### config.mk
export PLATFORM = sky130hd
export DESIGN_NAME = spi_target_8bit_flat
export DESIGN_NICKNAME = d
export VERILOG_FILES = /design/src/rtl/spi_target_8bit_if.sv /design/src/rtl/spi_target_8bit.sv /design/src/flat_wrapper.sv
export SDC_FILE = /design/constraint.sdc
export NUM_CORES = 1
export LEC_CHECK = 0
export ABC_AREA = 1
export CAP_MARGIN = 30
export CORE_ASPECT_RATIO = 1.75
export CORE_MARGIN = 4
export CORE_UTILIZATION = 50
export CTS_BUF_LIST = sky130_fd_sc_hd__clkbuf_8 sky130_fd_sc_hd__clkbuf_16
export DETAILED_ROUTE_END_ITERATION = 10
export GPL_ROUTABILITY_DRIVEN = 0
export PLACE_DENSITY = 0.84
export SYNTH_ARGS = -nofsm -noshare
export SYNTH_HDL_FRONTEND = slang
export SYNTH_SLANG_ARGS = --single-unit
### constraint.sdc
create_clock -name clk -period 1.5 [get_ports clk]
set_clock_uncertainty 0.05 [all_clocks]
set_input_delay 0.45 -clock clk [delete_from_list [all_inputs] [get_ports clk]]
set_output_delay 0.45 -clock clk [all_outputs]
set_load 0.005 [all_outputs]
### src/rtl/spi_target_8bit_if.sv
// rtl/spi_target_8bit_if.sv - signal bundle between an SPI target and its host logic
//
// Groups the SPI pad signals and the host-side byte handshake.
//   spi_sclk, spi_cs_n, spi_mosi : serial inputs from the initiator
//   spi_miso, spi_miso_oe        : serial output and its pad enable
//   tx_data, tx_load, tx_ready   : host -> target byte to return
//   rx_data, rx_valid            : target -> host received byte
//   busy, err_underrun, err_clr  : status and error clear
// Modport slave is the target block; modport master is the side that drives it.
interface spi_target_8bit_if;
   logic       spi_sclk;
   logic       spi_cs_n;
   logic       spi_mosi;
   logic       spi_miso;
   logic       spi_miso_oe;
   logic [7:0] tx_data;
   logic       tx_load;
   logic       tx_ready;
   logic [7:0] rx_data;
   logic       rx_valid;
   logic       busy;
   logic       err_underrun;
   logic       err_clr;

   modport slave (
      input  spi_sclk, spi_cs_n, spi_mosi, tx_data, tx_load, err_clr,
      output spi_miso, spi_miso_oe, tx_ready, rx_data, rx_valid, busy, err_underrun
   );

   modport master (
      output spi_sclk, spi_cs_n, spi_mosi, tx_data, tx_load, err_clr,
      input  spi_miso, spi_miso_oe, tx_ready, rx_data, rx_valid, busy, err_underrun
   );
endinterface

### src/rtl/spi_target_8bit.sv
// rtl/spi_target_8bit.sv - SPI mode-0 target, one 8-bit transfer per chip-select frame
//
// Ports:
//   clk   : system clock, all logic on its rising edge
//   rst_n : asynchronous active-low reset
//   bus   : spi_target_8bit_if.slave (SPI pads, tx holding-register load,
//           rx byte/valid, busy, sticky underrun error and its clear)
// Parameter:
//   SYNC_STAGES : synchronizer depth on each SPI input (2..3)
// Build option:
//   SPI_TARGET_LSB_FIRST_EN : when defined both directions shift LSB first,
//                             otherwise MSB first.
module spi_target_8bit #(
   parameter int SYNC_STAGES = 2
) (
   input  logic                  clk,
   input  logic                  rst_n,
   spi_target_8bit_if.slave      bus
);

   localparam logic [0:0] ST_IDLE   = 1'b0;
   localparam logic [0:0] ST_ACTIVE = 1'b1;

   logic [SYNC_STAGES-1:0] sclk_sync;
   logic [SYNC_STAGES-1:0] cs_sync;
   logic [SYNC_STAGES-1:0] mosi_sync;
   logic                   sclk_prev;
   logic                   cs_prev;
   logic [SYNC_STAGES:0]   settle;
   logic                   armed;

   logic [0:0] state;
   logic [2:0] bit_cnt;
   logic [7:0] tx_shift;
   logic [7:0] rx_shift;
   logic [7:0] hold_reg;
   logic       hold_full;
   logic       rx_done;
   logic [7:0] rx_data_r;
   logic       rx_valid_r;
   logic       err_r;

   logic sclk_s, cs_s, mosi_s;
   logic sclk_rise, sclk_fall, cs_rise, cs_fall;
   logic frame_start;

   assign sclk_s = sclk_sync[SYNC_STAGES-1];
   assign cs_s   = cs_sync[SYNC_STAGES-1];
   assign mosi_s = mosi_sync[SYNC_STAGES-1];

   assign sclk_rise = sclk_s & ~sclk_prev;
   assign sclk_fall = ~sclk_s & sclk_prev;
   assign cs_rise   = cs_s & ~cs_prev;
   assign cs_fall   = ~cs_s & cs_prev;

   // The cs_n chain resets to "deselected"; if the pad is already low when
   // reset is released that would look like a falling edge. Frames are only
   // accepted once cs_n has been seen high after the chain has flushed.
   assign frame_start = (state == ST_IDLE) & cs_fall & armed;

   always_ff @(posedge clk or negedge rst_n) begin
      if (!rst_n) begin
         sclk_sync <= '0;
         cs_sync   <= '1;
         mosi_sync <= '0;
         sclk_prev <= 1'b0;
         cs_prev   <= 1'b1;
         settle    <= '0;
         armed     <= 1'b0;
      end else begin
         sclk_sync <= {sclk_sync[SYNC_STAGES-2:0], bus.spi_sclk};
         cs_sync   <= {cs_sync[SYNC_STAGES-2:0], bus.spi_cs_n};
         mosi_sync <= {mosi_sync[SYNC_STAGES-2:0], bus.spi_mosi};
         sclk_prev <= sclk_s;
         cs_prev   <= cs_s;
         settle    <= {settle[SYNC_STAGES-1:0], 1'b1};
         if (settle[SYNC_STAGES] && cs_s && cs_prev)
            armed <= 1'b1;
      end
   end

   always_ff @(posedge clk or negedge rst_n) begin
      if (!rst_n) begin
         state      <= ST_IDLE;
         bit_cnt    <= 3'd0;
         tx_shift   <= 8'h00;
         rx_shift   <= 8'h00;
         hold_reg   <= 8'h00;
         hold_full  <= 1'b0;
         rx_done    <= 1'b0;
         rx_data_r  <= 8'h00;
         rx_valid_r <= 1'b0;
         err_r      <= 1'b0;
      end else begin
         // rx_data is published one cycle after the 8th sample lands.
         rx_done    <= 1'b0;
         rx_valid_r <= 1'b0;
         if (rx_done) begin
            rx_data_r  <= rx_shift;
            rx_valid_r <= 1'b1;
         end

         // A load coinciding with frame start keeps the register full for the
         // next frame; the current frame has already taken the old contents.
         if (bus.tx_load) begin
            hold_reg  <= bus.tx_data;
            hold_full <= 1'b1;
         end else if (frame_start) begin
            hold_full <= 1'b0;
         end

         // Setting wins over clearing.
         if (frame_start && !hold_full)
            err_r <= 1'b1;
         else if (bus.err_clr)
            err_r <= 1'b0;

         case (state)
            ST_IDLE: begin
               if (frame_start) begin
                  state    <= ST_ACTIVE;
                  bit_cnt  <= 3'd0;
                  tx_shift <= hold_full ? hold_reg : 8'h00;
               end
            end
            ST_ACTIVE: begin
               if (cs_rise) begin
                  state   <= ST_IDLE;
                  bit_cnt <= 3'd0;
               end else if (sclk_rise) begin
`ifdef SPI_TARGET_LSB_FIRST_EN
                  rx_shift <= {mosi_s, rx_shift[7:1]};
`else
                  rx_shift <= {rx_shift[6:0], mosi_s};
`endif
                  bit_cnt <= bit_cnt + 3'd1;
                  if (bit_cnt == 3'd7) begin
                     state   <= ST_IDLE;
                     rx_done <= 1'b1;
                  end
               end else if (sclk_fall) begin
`ifdef SPI_TARGET_LSB_FIRST_EN
                  tx_shift <= {1'b0, tx_shift[7:1]};
`else
                  tx_shift <= {tx_shift[6:0], 1'b0};
`endif
               end
            end
            default: begin
               state   <= ST_IDLE;
               bit_cnt <= 3'd0;
            end
         endcase
      end
   end

`ifdef SPI_TARGET_LSB_FIRST_EN
   assign bus.spi_miso = (state == ST_ACTIVE) & tx_shift[0];
`else
   assign bus.spi_miso = (state == ST_ACTIVE) & tx_shift[7];
`endif
   assign bus.spi_miso_oe  = (state == ST_ACTIVE);
   assign bus.busy         = (state == ST_ACTIVE);
   assign bus.tx_ready     = ~hold_full;
   assign bus.rx_data      = rx_data_r;
   assign bus.rx_valid     = rx_valid_r;
   assign bus.err_underrun = err_r;

endmodule
### src/flat_wrapper.sv
// flat-port wrapper written by rule: the top's interface ports become plain ports
module spi_target_8bit_flat 
#(
   parameter int SYNC_STAGES = 2
)
  (clk, rst_n, bus_spi_sclk, bus_spi_cs_n, bus_spi_mosi, bus_tx_data, bus_tx_load, bus_err_clr, bus_spi_miso, bus_spi_miso_oe, bus_tx_ready, bus_rx_data, bus_rx_valid, bus_busy, bus_err_underrun);
  spi_target_8bit_if bus_i ();
  input  logic clk;
  input  logic rst_n;
  input wire logic [$bits(bus_i.spi_sclk)-1:0] bus_spi_sclk;
  input wire logic [$bits(bus_i.spi_cs_n)-1:0] bus_spi_cs_n;
  input wire logic [$bits(bus_i.spi_mosi)-1:0] bus_spi_mosi;
  input wire logic [$bits(bus_i.tx_data)-1:0] bus_tx_data;
  input wire logic [$bits(bus_i.tx_load)-1:0] bus_tx_load;
  input wire logic [$bits(bus_i.err_clr)-1:0] bus_err_clr;
  output wire logic [$bits(bus_i.spi_miso)-1:0] bus_spi_miso;
  output wire logic [$bits(bus_i.spi_miso_oe)-1:0] bus_spi_miso_oe;
  output wire logic [$bits(bus_i.tx_ready)-1:0] bus_tx_ready;
  output wire logic [$bits(bus_i.rx_data)-1:0] bus_rx_data;
  output wire logic [$bits(bus_i.rx_valid)-1:0] bus_rx_valid;
  output wire logic [$bits(bus_i.busy)-1:0] bus_busy;
  output wire logic [$bits(bus_i.err_underrun)-1:0] bus_err_underrun;
  assign bus_i.spi_sclk = bus_spi_sclk;
  assign bus_i.spi_cs_n = bus_spi_cs_n;
  assign bus_i.spi_mosi = bus_spi_mosi;
  assign bus_i.tx_data = bus_tx_data;
  assign bus_i.tx_load = bus_tx_load;
  assign bus_i.err_clr = bus_err_clr;
  assign bus_spi_miso = bus_i.spi_miso;
  assign bus_spi_miso_oe = bus_i.spi_miso_oe;
  assign bus_tx_ready = bus_i.tx_ready;
  assign bus_rx_data = bus_i.rx_data;
  assign bus_rx_valid = bus_i.rx_valid;
  assign bus_busy = bus_i.busy;
  assign bus_err_underrun = bus_i.err_underrun;
  spi_target_8bit #(.SYNC_STAGES(SYNC_STAGES)) u_core (.clk(clk), .rst_n(rst_n), .bus(bus_i));
endmodule
# [Word-level counts from Yosys, hierarchy flattened]
# Index checks and enable logic that the tools add are counted.
[classes] add_sub_neg=1 mul=0 n_div=0 order_cmp=0 eq_ne=6 n_shift=0 mux=24 bitwise_logic=14 n_reduce_logical=9
[ops] op="8-bit 2-to-1 mux" count=5
[ops] op="8-bit case mux with 2 select lines" count=1
[ops] op="1-bit 2-to-1 mux" count=13
[ops] op="3-bit 2-to-1 mux" count=3
[ops] op="1-bit bitwise AND" count=7
[ops] op="1-bit NOT" count=7
[ops] op="2-bit inequality test, second input constant" count=3
[ops] op="3-bit case mux with 2 select lines" count=1
[ops] op="4-bit AND reduction" count=1
[ops] op="2-bit nonzero test" count=2
[ops] op="3-bit by 1-bit adder with 3-bit output, second input constant" count=1
[ops] op="3-bit equality test, second input constant" count=1
[ops] op="1-bit logical AND" count=3
[ops] op="3-bit inequality test, second input constant" count=1
[ops] op="3-bit AND reduction" count=1
[ops] op="2-bit by 1-bit inequality test with 1-bit output, second input constant" count=1
[ops] op="1-bit case mux with 2 select lines" count=1
[ops] op="2-bit AND reduction" count=1
[ops] op="1-bit logical NOT" count=1
[word_totals] register_bits=52 latch_bits=0 ramBits=0 rom_bits=0 output_inout_bits=14 wordCells=71 n_memories=0

# [Logic depth before layout (Yosys ltp)]
[depth] ltp_word=6 ltp_mapped=7

# [Least setup slack after synthesis]
# Ideal clock, no wire load.
[synth_timing] kind="register to output" startpoint="register u_core.state, in the netlist u_core.bus.busy" endpoint="output bus_spi_miso" t_arrival_ns=0.792 required_ns=1.000 path_slack_ns=0.208 path_stages_with_launch=4 cell_sequence="dfrtp_1 -> buf_4 -> nand2_1 -> inv_1"
[synth_between] elab_chain_cells=1
[synth_lines] item="start, declared" line_no="spi_target_8bit.sv:32" source="logic [0:0] state;"
[synth_lines] item="start signal, assigned" line_no="spi_target_8bit.sv:84" source="state <= ST_IDLE;"
[synth_lines] item="start signal, assigned" line_no="spi_target_8bit.sv:121" source="state <= ST_ACTIVE;"
[synth_lines] item="start signal, assigned" line_no="spi_target_8bit.sv:128" source="state <= ST_IDLE;"
[synth_lines] item="1-bit bitwise AND" line_no="spi_target_8bit.sv:160" source="assign bus.spi_miso = (state == ST_ACTIVE) & tx_shift[7];"
[synth_lines] item="end, declared" line_no="flat_wrapper.sv:16" source="output wire logic [$bits(bus_i.spi_miso)-1:0] bus_spi_miso;"
# Every way passes these cells.

# [Worst setup path after layout]
# Same ends and word-level chain as after synthesis.

==> run_results.csv <==
group,metric,value,unit
clock_tree,h-tree-depth,2,
clock_tree,cts_tree,"built",
final_layout,fill_cells,307,
synthesis,synthesis.nets,217,
worst_setup_path,crit_required,1.00,ns
worst_setup_path,slowest_delay,0.41,ns
route,initialDrtViolationCount,33,
timing,slew_viol_final,0,
worst_setup_path,cp_max_fo,2,
placed_design,hpwl,2660,um
placed_design,port_buffers,28,
floorplanning,die_area,5290,um2
route,antenna_left,0,
floorplanning,initial_core_util,0.527,
timing,fin_setup_tns,-0.0207,ns
synthesis,synth_top_family_by_area,"simple AND/OR/NAND/NOR gates",
floorplanning,die_width,56.7,um
synthesis,synthAdderAreaFrac,0.0120,
synthesis,synth_commonest_cells,"49 x dfrtp_1, 49 x nand2_1, 19 x inv_1",
clock_tree,cts_buffers,5,
synthesis,syn_inst,200,
synthesis,muxShareOfSynthArea,0.0380,
timing,min_period,1.52,ns
global_route,antenna_found_initial,0,
timing,rsz0062_at_grt,"true",
floorplanning,coreArea,3940,um2
synthesis,synth_edf_count,0,
timing,min_period_over_period,1.01,
worst_setup_path,path_buf_inv,3,
floorplanning,rows,30,
route,wirelength,4030,um
synthesis,synth.area.top_cells,"dfrtp_1 59%, nand2_1 8.9%, nand3_1 4.3%, dfstp_2 3.8%, mux2_2 3.8%",
final_layout,fin_cells,290,
synthesis,ys_warn_count,0,
pwr,peakVddDrop,0.000909,V
synthesis,yosys.area_share.simple,0.202,
clock_tree,clkTransAtPathRegs,0.09,ns
final_layout,final_nets,258,
worst_setup_path,crit_arrival,1.02,ns
final_layout,n_antenna_cell,0,
route,drt-vias-per-instance,5.05,
route,drc,0,
pwr,p_leak,0.00131,uW
global_route,grt_pass1_wl,6640,um
floorplanning,die_y,93.3,um
synthesis,synth_compound_area_frac,0.0620,
floorplanning,io_pins,29,
pwr,p_per_area,1260,nW/um2
worst_setup_path,worst_path_most_repeated_cell,"buf_6",
synthesis,ys_seq_area_frac,0.628,
route,wl_per_cell,13.9,um
timing,fmax,658,MHz
clock_tree,clk_latency,0.31,ns
synthesis,synth_seq_cells,52,
synthesis,synth_cell_types,24,
global_route,grt_max_degree,53,
worst_hold_path,hold_path_class,"input pin to async pin",
flow_run,cap_violations,0,
synthesis,synth-async-reset-ratio,1.00,
clock_tree,clk_path_buf_depth,2,
worst_setup_path,crit_path_end_kind,"output port",
route,first_pass_iters,4,
clock_tree,clockRootBuffer,"clkbuf_8",
timing,layout_setup_ws,-0.0207,ns
synthesis,yosys.area.top_type,"dfrtp_1",
synthesis,synth_top_area_frac,0.590,
global_route,track_usage,0.160,
synthesis,syn-cell-area,2080,um2
global_route,grt-ovfl-total,0,
placed_design,dp_cells,275,
outcome,failed_checks,"setup timing",
timing,holdWs,0.0641,ns
worst_setup_path,start_kind,"flip-flop",
outcome,outcome,"complete, but fails checks",
synthesis,syn_area_per_cell,10.4,um2
clock_tree,cts_sinks,52,
synthesis,synth_flop_cell,"dfrtp_1",
final_layout,layout-drive-gt1-share,0.223,
worst_setup_path,path_delay_family,"flip-flops",
final_layout,syn2layout_area_growth,26.4,%
timing,setup_viol,1,
timing,hold_viol,0,
route,vias,1464,
global_route,grt_pass1_vias,1500,
worst_setup_path,slowest_stage,"dfrtp_1",
worst_setup_path,worst-setup-path-type,"flip-flop to output port",
synthesis,synthXorXnorAreaFrac,0,
worst_setup_path,crit_chain,"buf_6 > nand2_2 > inv_2 > buf_6",
-- routing by layer --
| metal | wire length [um] | global-route usage |
|---|---|---|
| met1 | 1590 | 0.194 |
| met2 | 2190 | 0.264 |
| met3 | 143 | 0.0331 |
| met4 | 103 | 0.0891 |
| met5 | 0 | 0 |
-- worst paths after layout --
| kind | from | to | slack [ns] | cells past startpoint |
|---|---|---|---|---|
| setup / recovery | u_core.bus.busy | bus_spi_miso | -0.02 | 4 |
| hold / removal | rst_n | u_core.bus.rx_valid | 0.06 | 2 |
| setup reg to reg | u_core.bus.busy | u_core.tx_shift[7] | 0.04 | 9 |
| hold reg to reg | u_core.mosi_sync[0] | u_core.mosi_sync[1] | 0.31 | 0 |
| max in group asynchronous | rst_n | u_core.cs_sync[1] | 1.06 | 2 |
| min in group clk | u_core.mosi_sync[0] | u_core.mosi_sync[1] | 0.31 | 0 |
-- cell type report --
| class | instances | area, um2 | area share |
|---|---|---|---|
| Clock buffer | 5 | 68.8 | 0.0262 |
| Clock inverter | 3 | 20.0 | 0.00762 |
| Inverter | 19 | 75.1 | 0.0286 |
| Multi-Input combinational cell | 123 | 714 | 0.272 |
| Sequential cell | 52 | 1310 | 0.497 |
| Tap cell | 48 | 60.1 | 0.0229 |
| Timing Repair Buffer | 40 | 383 | 0.146 |
-- power breakdown --
| part | internal, uW | switching, uW |
|---|---|---|
| clock | 326 | 466 |
| combinational | 325 | 427 |
| sequential | 1630 | 143 |
| total | 2280 | 1040 |
-- stage by stage --
step | total power, uW | setup WS (ns) | area (um2) | utilization
global route | 3520 | -0.0573 | 2630 | 0.666
finish | 3310 | -0.0207 | 2630 | 0.666
detailed placement | 2430 | -0.111 | 2420 | 0.615
global placement | 2390 | -0.0774 | 2420 | 0.615
floorplan | 2180 | 0.208 | 2080 | -
CTS | 3230 | -0.130 | 2530 | 0.643
-- placed cells by master, fill, tap and decap left out, types with 2 or more instances in the layout --
cell type        count
buf_12               2
mux2_2               7
nand2_1             46
nor2_1              12
dfrtp_1             49
clkinvlp_4           2
clkdlybuf4s15_1      6
nand3_1             17
nand2_8              2
clkdlybuf4s50_1     13
nand2_2              5
buf_6                4
clkbuf_2             3
clkbuf_8             5
dfstp_2              3
o21ai_0              8
inv_1               18
a21oi_1              8
o21ai_2              2
buf_4                7
nand2_4              4
dlygate4sd2_1        4
nor3_1               2
ha_1                 2
-- worst reg2reg max path, stage by stage, from the launching register on --
cell	delay, ns
dfrtp_1	0.41
buf_6	0.13
buf_4	0.13
buf_4	0.15
nor2_4	0.09
nand2_4	0.09
buf_12	0.14
nand2_4	0.06
nand3_1	0.08
nand2_1	0.08
-- cell families (layout without fill, tap and decap cells) --
logic type / count (synthesis) / count (layout)
and+or+nand+nor: 90 / 91
muxes: 7 / 7
AOI/OAI and AO/OA: 22 / 22
buffers and inverters: 26 / 67
DFF: 52 / 52
adders and majority gates: 2 / 2
other: 1 / 1
-- repair_timing --
action,CTS,global route
setup endpoints to repair,14,23
pin swaps,0,3
buffers inserted,3,3
cloned,0,1
hold buffers,0,0
resized for setup,19,25
(Power assumes the default switching activity.)
